[config.mk]
export PLATFORM = sky130hd
export DESIGN_NAME = fetch_stage_flat
export DESIGN_NICKNAME = d
export VERILOG_FILES = /design/src/rtl/fetch_if.sv /design/src/rtl/fetch_stage.sv /design/src/flat_wrapper.sv
export SDC_FILE = /design/constraint.sdc
export NUM_CORES = 1
export LEC_CHECK = 0
export CORE_MARGIN = 2
export CORE_UTILIZATION = 52
export CTS_CLUSTER_SIZE = 30
export DETAILED_ROUTE_END_ITERATION = 10
export PLACE_DENSITY = 0.8
export REMOVE_ABC_BUFFERS = 1
export SLEW_MARGIN = 20
export SYNTH_ARGS = -nofsm -noshare
export SYNTH_HDL_FRONTEND = slang
export SYNTH_SLANG_ARGS = --single-unit
[constraint.sdc]
create_clock -name clk -period 8.36 [get_ports clk]
set_input_delay 1.254 -clock clk [delete_from_list [all_inputs] [get_ports clk]]
set_output_delay 1.254 -clock clk [all_outputs]
set_load 0.03 [all_outputs]
[src/rtl/fetch_if.sv]
// Instruction-memory bus between the fetch stage (master) and instruction memory (slave).
// The request channel uses a valid/ready handshake; the response is valid-only.
interface fetch_if;
  logic        req_valid;
  logic        req_ready;
  logic [31:0] addr;
  logic        rsp_valid;
  logic [31:0] rsp_data;

  modport master (
    output req_valid, addr,
    input  req_ready, rsp_valid, rsp_data
  );

  modport slave (
    input  req_valid, addr,
    output req_ready, rsp_valid, rsp_data
  );
endinterface

[src/rtl/fetch_stage.sv]
// Instruction fetch: owns the PC, keeps at most one memory request in flight,
// and fills the IF/ID register, with a one-entry buffer for responses that arrive during a decode stall.
module fetch_stage #(
  parameter logic [31:0] RESET_PC = 32'h0000_0000
) (
  input  logic        clk,
  input  logic        rst,
  fetch_if.master     imem,
  input  logic        i_stall_d,
  input  logic        i_redirect_valid,
  input  logic [31:0] i_redirect_pc,
  output logic        o_valid_d,
  output logic [31:0] o_instr_d,
  output logic [31:0] o_pc_d,
  output logic [31:0] o_pc_plus4_d
);

  typedef enum logic [1:0] {S_REQ, S_WAIT, S_BUF, S_DROP} state_t;

  state_t      r_state;
  logic [31:0] r_pc;
  logic [31:0] r_pc_inflight;
  logic [31:0] r_buf_instr;
  logic [31:0] r_buf_pc;
  logic        r_valid_d;
  logic [31:0] r_instr_d;
  logic [31:0] r_pc_d;
  logic [31:0] r_pc_plus4_d;

  logic        w_ld;
  logic        w_accept;
  logic        w_load;
  logic [31:0] w_load_instr;
  logic [31:0] w_load_pc;
  logic [31:0] w_target;
  logic        w_unused_lsb;

  assign w_target     = {i_redirect_pc[31:2], 2'b00};
  assign w_unused_lsb = ^i_redirect_pc[1:0];

  // Request is suppressed during reset and whenever a redirect is pending, so the old PC is never fetched.
  assign imem.req_valid = !rst && (r_state == S_REQ) && !i_redirect_valid;
  assign imem.addr      = r_pc;
  assign w_accept       = imem.req_valid && imem.req_ready;

  assign w_ld   = !i_stall_d || !r_valid_d;
  assign w_load = !i_redirect_valid && w_ld &&
                  (((r_state == S_WAIT) && imem.rsp_valid) || (r_state == S_BUF));
  assign w_load_instr = (r_state == S_BUF) ? r_buf_instr : imem.rsp_data;
  assign w_load_pc    = (r_state == S_BUF) ? r_buf_pc    : r_pc_inflight;

  always_ff @(posedge clk or posedge rst) begin
    if (rst) begin
      r_state       <= S_REQ;
      r_pc          <= RESET_PC;
      r_pc_inflight <= '0;
      r_buf_instr   <= '0;
      r_buf_pc      <= '0;
      r_valid_d     <= 1'b0;
      r_instr_d     <= '0;
      r_pc_d        <= '0;
      r_pc_plus4_d  <= '0;
    end else begin
      case (r_state)
        S_REQ: begin
          if (i_redirect_valid) begin
            r_pc <= w_target;
          end else if (w_accept) begin
            r_pc_inflight <= r_pc;
            r_pc          <= r_pc + 32'd4;
            r_state       <= S_WAIT;
          end
        end
        S_WAIT: begin
          if (i_redirect_valid) begin
            r_pc    <= w_target;
            r_state <= imem.rsp_valid ? S_REQ : S_DROP;
          end else if (imem.rsp_valid) begin
            if (w_ld) begin
              r_state <= S_REQ;
            end else begin
              r_buf_instr <= imem.rsp_data;
              r_buf_pc    <= r_pc_inflight;
              r_state     <= S_BUF;
            end
          end
        end
        S_BUF: begin
          if (i_redirect_valid) begin
            r_pc    <= w_target;
            r_state <= S_REQ;
          end else if (w_ld) begin
            r_state <= S_REQ;
          end
        end
        S_DROP: begin
          // The stale response is swallowed here; a redirect only retargets the next fetch.
          if (i_redirect_valid) r_pc <= w_target;
          if (imem.rsp_valid)   r_state <= S_REQ;
        end
        default: r_state <= S_REQ;
      endcase

      // IF/ID register: flush beats load, load beats consume, otherwise hold.
      if (i_redirect_valid) begin
        r_valid_d <= 1'b0;
      end else if (w_load) begin
        r_valid_d    <= 1'b1;
        r_instr_d    <= w_load_instr;
        r_pc_d       <= w_load_pc;
        r_pc_plus4_d <= w_load_pc + 32'd4;
      end else if (!i_stall_d) begin
        r_valid_d <= 1'b0;
      end
    end
  end

  assign o_valid_d    = r_valid_d;
  assign o_instr_d    = r_instr_d;
  assign o_pc_d       = r_pc_d;
  assign o_pc_plus4_d = r_pc_plus4_d;

endmodule

[src/flat_wrapper.sv]
// flat-port wrapper written by rule: the top's interface ports become plain ports
module fetch_stage_flat 
#(
  parameter logic [31:0] RESET_PC = 32'h0000_0000
)
  (clk, rst, i_stall_d, i_redirect_valid, i_redirect_pc, o_valid_d, o_instr_d, o_pc_d, o_pc_plus4_d, imem_req_valid, imem_addr, imem_req_ready, imem_rsp_valid, imem_rsp_data);
  fetch_if imem_i ();
  input  logic clk;
  input  logic rst;
  input  logic i_stall_d;
  input  logic i_redirect_valid;
  input  logic [31:0] i_redirect_pc;
  output logic o_valid_d;
  output logic [31:0] o_instr_d;
  output logic [31:0] o_pc_d;
  output logic [31:0] o_pc_plus4_d;
  output wire logic [$bits(imem_i.req_valid)-1:0] imem_req_valid;
  output wire logic [$bits(imem_i.addr)-1:0] imem_addr;
  input wire logic [$bits(imem_i.req_ready)-1:0] imem_req_ready;
  input wire logic [$bits(imem_i.rsp_valid)-1:0] imem_rsp_valid;
  input wire logic [$bits(imem_i.rsp_data)-1:0] imem_rsp_data;
  assign imem_req_valid = imem_i.req_valid;
  assign imem_addr = imem_i.addr;
  assign imem_i.req_ready = imem_req_ready;
  assign imem_i.rsp_valid = imem_rsp_valid;
  assign imem_i.rsp_data = imem_rsp_data;
  fetch_stage #(.RESET_PC(RESET_PC)) u_core (.clk(clk), .rst(rst), .imem(imem_i), .i_stall_d(i_stall_d), .i_redirect_valid(i_redirect_valid), .i_redirect_pc(i_redirect_pc), .o_valid_d(o_valid_d), .o_instr_d(o_instr_d), .o_pc_d(o_pc_d), .o_pc_plus4_d(o_pc_plus4_d));
endmodule
==> qor.yml, run 1 <==
netlist_area_um2: 10100
slew_violations: 0
core_um2: 19300
outcome: "complete, no violations"
die_x_um: 144
dieArea_um2: 20600
wire_per_inst_um: 17.5
ys_ff_latch: 217
synthTopCellsByCount: "dfrtp_1 (217), nand2_1 (154), mux2_2 (104)"
grt_start_max_net_pins: 146
worstHoldPathCells: 2
r2r_end: "u_core.o_pc_plus4_d[20]$_DFFE_PP0P_"
hp-start: "u_core.o_instr_d[4]$_DFFE_PP0P_"
gr-usage-all-layers_pct: 23.7
min_period_ns: 4.77
min_to: "u_core.o_instr_d[4]$_DFFE_PP0P_"
start_util_pct: 52.6
cp_max_fo: 27
netlist_instances: 932
cts_buffers: 23
power-per-cell-area_nw_per_um2: 305
clk_transition_reported_paths_ns: 0.05
worstMarginPinSlew_ns: 1.02
num_rows: 51
fmax_ghz: 0.210
hold_viol: 0
port_buffers: 191
setup.worst_path.end_class: "primary output"
first_iter_violations: 465
reg2reg_depth: 10
hold_class: "register to register"
overflow: 0
synth_top_area_share_pct: 53.5
rsz0062_at_grt: "false"
synth_top_area_cell: "dfrtp_1"
vdd_drop_max_v: 0.000156
final.setup_skew_ns: 0.00923
power_leakage_uw: 0.00575
fin_nets: 1173
synth_area_leaders: "dfrtp_1 (54%), mux2_2 (12%), mux2i_1 (6.3%)"
cts_resized: 0
cts_tree: "done"
synth_edf_count: 0
final_cell_area_um2: 12900
worstSetupPathType: "input port to primary output"
yosys_warnings: 0
routed_wl_mm: 24.1
ys_seq_area_share_pct: 53.5
placed_area_um2: 12200
place_hpwl_mm: 16.1
clock_sinks: 217
antenna_left: 0
startpoint_type: "input port"
grt_pass1_vias: 7386
via_per_inst: 5.58
clk_path_buf_depth: 3
fin_crit_sh_pct: 57.0
cap_violations: 0
cp_data_required_time_ns: 7.11
r2r-start: "u_core.r_state[0]$_DFFE_PP0P_"
antenna_found_initial: 0
regToRegSetupSlack_ns: 4.38
n_antenna_cell: 0
syn_avg_cell_area_um2: 10.9
synth-async-reset-ratio_pct: 100
htree_levels: 1
die_y_um: 144
clock_latency_ns: 0.50
setup_tns_ns: 0
place.gp.congestion: 0.855
areaGrowthSynthToFinish_pct: 27.2
synth.most_common_cell: "dfrtp_1"
grt_pass1_wl_mm: 39.1
hold_buffers: 0
slew-limit-headroom_pct: 32.1
via_count: 7700
drc: 0
ioPinCount: 200
arrival_ns: 3.51
first_pass_iters: 6
synthFlopType: "dfrtp_1"
layout-drive-gt1-share_pct: 15.1
post_cts_buffers: 0
ys_types: 58
report.final.setup_viol: 0
cts_root_buffer: "clkbuf_16"
registers in the layout, summed over array words and instances (netlist names):
signal                flops
u_core.o_pc_plus4_d      30
u_core.r_pc_inflight     30
u_core.r_state            2
u_core.r_buf_pc          30
u_core.o_pc_d            30
u_core.o_instr_d         32
u_core.r_buf_instr       32
u_core.o_valid_d          1
u_core.imem.addr         30
final cells by class:
cell class,instances,area (um^2)
tap,265,332
sequential,217,5430
fill,1495,6360
inverter,5,26.3
clock buffer,33,633
multi-input combinational,653,4460
timing repair buffer,201,1990
clock inverter,6,33.8
logic make-up after synthesis:
group | after synthesis | share of synthesized area (%)
simple gates | 271 | 12.4
flops | 217 | 53.5
mux | 174 | 18.8
compound gates | 171 | 9.50
buf+inv | 67 | 3.06
xor+xnor | 29 | 2.50
fa+ha+maj | 2 | 0.247
other cells | 1 | 0.0370
critical path: stages:
cell	delay (ns)
clkdlybuf4s50_1	0.41
buf_4	0.22
or3_1	0.71
nor2_1	0.21
clkdlybuf4s50_1	0.70
stage by stage:
step	power [uW]	hold WS [ns]	instances	utilization [%]	setup slack (ns)
floorplan	2390	0.475	875	-	1.15
global placement	2990	0.451	1341	63.5	3.62
detailed placement	3030	0.468	1341	63.5	3.60
CTS	3960	0.482	1380	66.9	3.58
global route	4150	0.494	1380	67.0	3.46
finish	3930	0.476	1380	67.0	3.59
routing by layer:
metal	track usage, %	wire length, um	up-vias
met5	0	0	-
met4	7.38	597	0
met3	3.37	1440	40
met2	37.8	11200	275
met1	33.7	10900	3762
li1	-	-	3623
worst max-delay path by stage:
stage                     slack, ns        startpoint  depth (start not counted)                                to
after floorplan                1.15               rst                          1  u_core.imem.addr[10]$_DFFE_PP0P_
after global placement         3.62  i_redirect_valid                          5                    imem_req_valid
after detailed placement       3.60  i_redirect_valid                          5                    imem_req_valid
after CTS                      3.58  i_redirect_valid                          5                    imem_req_valid
after global routing           3.46  i_redirect_valid                          5                    imem_req_valid
final                          3.59  i_redirect_valid                          5                    imem_req_valid
placed cells by master (no fill, tap or decap), drive strengths merged, types with 2 or more instances in the layout:
cell           instances
mux2                 105
nor3                  14
nor2b                  3
xor2                  17
nand2b                 5
or3b                   2
clkbuf                33
a22o                   2
conb                   6
nor2                  30
o22ai                  5
buf                   10
nand2                154
a21oi                 31
o31ai                  6
nand3b                 2
a31oi                  6
or3                    3
and3                   9
nand4                  8
nor4                   9
o211ai                 2
mux2i                 69
o32ai                  2
nand3                 22
xnor2                 12
a32oi                  2
inv                    5
o21ai                102
and4                   3
o22a                   4
clkinv                 6
a31o                   2
clkdlybuf4s50        191
dfrtp                217
ha                     2
nor4b                  3
where the power goes:
group          switching, uW  internal, uW  total [uW]
sequential               204          1340        1540
combinational            847           620        1470
clock                    398           524         922
total                   1450          2480        3930
Power figures use the tool's default switching activity.
==> run 2, diff against run 1 <==
Settings changed: CORE_UTILIZATION 52 to 47, PLACE_DENSITY 0.8 to 0.77.
Clock period 8.36 ns to 4.27 ns, I/O delays scaled along.
==> run 2 against run 1 <==
  * Register-to-register slack got worse by 3.3 ns
  * Worst hold slack got worse by 0.0027 ns
  * Total power increased by 110%
  * Critical path depth increased by 5
  * Combinational power increased by 97%
  * Wire length increased by 3.5%
  * Setup slack got worse by 2.6 ns
  * Via count increased by 0.12%
  * Clock power increased by 140%
  * Sequential power increased by 96%
  * Largest cell class unchanged
==> qor.yml, run 2 (synthesized netlist as in run 1, its figures left out) <==
setup_ws_ns: 1.04  # was 3.59 ns
fmax_ghz: 0.310
num_rows: 53  # was 51
startpoint_type: "register"  # was input port
gr-usage-all-layers_pct: 22.0  # was 23.7%
drc: 0  # unchanged
critPathSlowestCell: "nor2b_4"  # was or3_1
n_antenna_cell: 0  # unchanged
fin_crit_sh_pct: 75.6
cts_tree: "done"  # unchanged
r2r_end: "u_core.o_pc_plus4_d[30]$_DFFE_PP0P_"  # was u_core.o_pc_plus4_d[20]$_DFFE_PP0P_
wire_per_inst_um: 17.8  # was 17.5 um
via_count: 7709  # was 7,700
instances_no_fill: 1402  # was 1,380
power_leakage_uw: 0.00589  # was 0.00575 uW
port_buffers: 191  # unchanged
first_iter_violations: 389  # was 465
setup_tns_ns: 0  # unchanged
areaGrowthSynthToFinish_pct: 30.0  # was 27.2%
vdd_drop_max_v: 0.000275  # was 0.000156 V
hold_viol: 0  # unchanged
layout_common_cells: "dfrtp_1 (217), clkdlybuf4s50_1 (191), nand2_1 (154)"  # unchanged
dp_cells: 1358  # was 1,341
hold_buffers: 0  # unchanged
cp_top_family: "simple AND/OR/NAND/NOR gates"  # was buffers and inverters
layout_commonest_cell: "dfrtp_1"  # unchanged
place_hpwl_mm: 16.9  # was 16.1 mm
clk_transition_reported_paths_ns: 0.06  # was 0.05 ns
slew_violations: 0  # unchanged
outcome: "complete, no violations"  # unchanged
critical_path.max_stage_delay_ns: 0.58  # was 0.71 ns
path_cells: "nor2b_4 > mux2_4 > ha_1 > nand2_1 > mux2i_1 > nand4b_1 > buf_4 > nor3_1 > nor3_1 > or3b_1"  # was clkdlybuf4s50_1 > buf_4 > or3_1 > nor2_1 > clkdlybuf4s50_1
placed_area_um2: 12300  # was 12,200 um^2
antenna_left: 0  # unchanged
setup.worst_path.end_class: "register"  # was primary output
clock_latency_ns: 0.52  # was 0.50 ns
crit_path_start: "u_core.r_state[1]$_DFFE_PP0P_"  # was i_redirect_valid
rsz0062_at_grt: "false"  # unchanged
ioPinCount: 200  # unchanged
post_cts_buffers: 0  # unchanged
worstMarginPinSlew_ns: 0.948  # was 1.02 ns
cp_max_fo: 13  # was 27
clock_sinks: 217  # unchanged
grt_start_max_net_pins: 112  # was 146
final_cell_area_um2: 13200  # was 12,900 um^2
post-place-ws_ns: 0.948  # was 3.60 ns
core_um2: 21100  # was 19,300 um^2
first_pass_iters: 5  # was 6
overflow: 0  # unchanged
min_period_ns: 3.23
htree_levels: 1  # unchanged
fin_nets: 1181  # was 1,173
via_per_inst: 5.50  # was 5.58
routed_wl_mm: 25.0  # was 24.1 mm
start_util_pct: 48.1  # was 52.6%
reg2reg_depth: 10  # unchanged
report.final.setup_viol: 0  # unchanged
crit_end: "u_core.o_pc_plus4_d[30]$_DFFE_PP0P_"  # was imem_req_valid
clk_path_buf_depth: 3  # unchanged
r2r-start: "u_core.r_state[1]$_DFFE_PP0P_"  # was u_core.r_state[0]$_DFFE_PP0P_
die_x_um: 151  # was 144 um
hold_class: "register to register"  # unchanged
grt_pass1_wl_mm: 39.7  # was 39.1 mm
arrival_ns: 3.61  # was 3.51 ns
dieArea_um2: 22800  # was 20,600 um^2
layout-drive-gt1-share_pct: 16.1  # was 15.1%
antenna_found_initial: 0  # unchanged
cts_root_buffer: "clkbuf_16"  # unchanged
die_y_um: 151  # was 144 um
cts_buffers: 24  # was 23
worstSetupPathType: "register to register"  # was input port to primary output
slew-limit-headroom_pct: 36.5  # was 32.1%
cap_violations: 0  # unchanged
grt_pass1_vias: 7550  # was 7,386
cp_common_cell: "nor3_1"  # was clkdlybuf4s50_1
cp_data_required_time_ns: 4.66  # was 7.11 ns
cts_resized: 0  # unchanged
final.setup_skew_ns: 0.0235  # was 0.00923 ns
place.gp.congestion: 0.885  # was 0.855
power-per-cell-area_nw_per_um2: 614  # was 305 nW/um^2
path_depth: 10  # was 5
path_buf_inv: 1  # was 3
regToRegSetupSlack_ns: 1.04  # was 4.38 ns
-- run 2: cell types whose count changed in the layout (fill, tap and decap cells not counted), sizes merged --
| cell | change |
|---|---|
| buf | +7 |
| bufinv | +4 |
| clkbuf | -1 |
| clkinvlp | +1 |
| inv | +1 |
-- run 2: stage by stage --
step	util [%]	hold slack [ns]	power (uW)
finish	62.5	0.473	8100
floorplan	-	0.475	4680
CTS	62.5	0.477	8170
global route	62.5	0.506	8530
detailed placement	58.5	0.462	5970
global placement	58.5	0.457	5890
-- run 2: cell type report --
type                    instances  area, um^2
fillers                      1700        7900
flip-flops and latches        217        5430
inverters                       5        26.3
repair buffers                208        2090
clock buffers                  32         672
clock inverters                12         166
well taps                     275         344
multi-input cells             653        4460
-- run 2: worst min-delay path by stage --
stage	from	endpoint	cells past startpoint
6_report	u_core.o_pc_plus4_d[27]$_DFFE_PP0P_	u_core.o_pc_plus4_d[27]$_DFFE_PP0P_	2
5_1_grt	u_core.o_pc_plus4_d[22]$_DFFE_PP0P_	u_core.o_pc_plus4_d[22]$_DFFE_PP0P_	2
4_1_cts	u_core.o_pc_plus4_d[27]$_DFFE_PP0P_	u_core.o_pc_plus4_d[27]$_DFFE_PP0P_	2
3_5_place_dp	u_core.o_pc_plus4_d[27]$_DFFE_PP0P_	u_core.o_pc_plus4_d[27]$_DFFE_PP0P_	2
3_3_place_gp	u_core.o_pc_plus4_d[27]$_DFFE_PP0P_	u_core.o_pc_plus4_d[27]$_DFFE_PP0P_	2
2_1_floorplan	u_core.r_buf_pc[27]$_DFFE_PP0P_	u_core.r_buf_pc[27]$_DFFE_PP0P_	1
-- run 2: worst reg2reg max path: stages, from the launching register on --
cell,delay (ns)
dfrtp_1,0.53
nor2b_4,0.58
mux2_4,0.34
ha_1,0.22
nand2_1,0.07
mux2i_1,0.30
nand4b_1,0.14
buf_4,0.22
nor3_1,0.26
nor3_1,0.08
or3b_1,0.36
-- run 2: per-layer routing --
layer  share of wire, %  vias up  routed length (um)  track usage (%)
li1                   -     3645                   -                -
met1                 44     3740               11000             30.7
met2                 46      279               11500             34.7
met3                7.4       45                1850             4.97
met4                2.4        0                 598             6.12
met5                  0        -                   0                0
-- run 2: where the power goes --
group / switching, uW / total, uW / internal, uW
combinational: 1680 / 2900 / 1220
sequential: 399 / 3020 / 2620
clock: 833 / 2180 / 1350
total: 2910 / 8100 / 5190
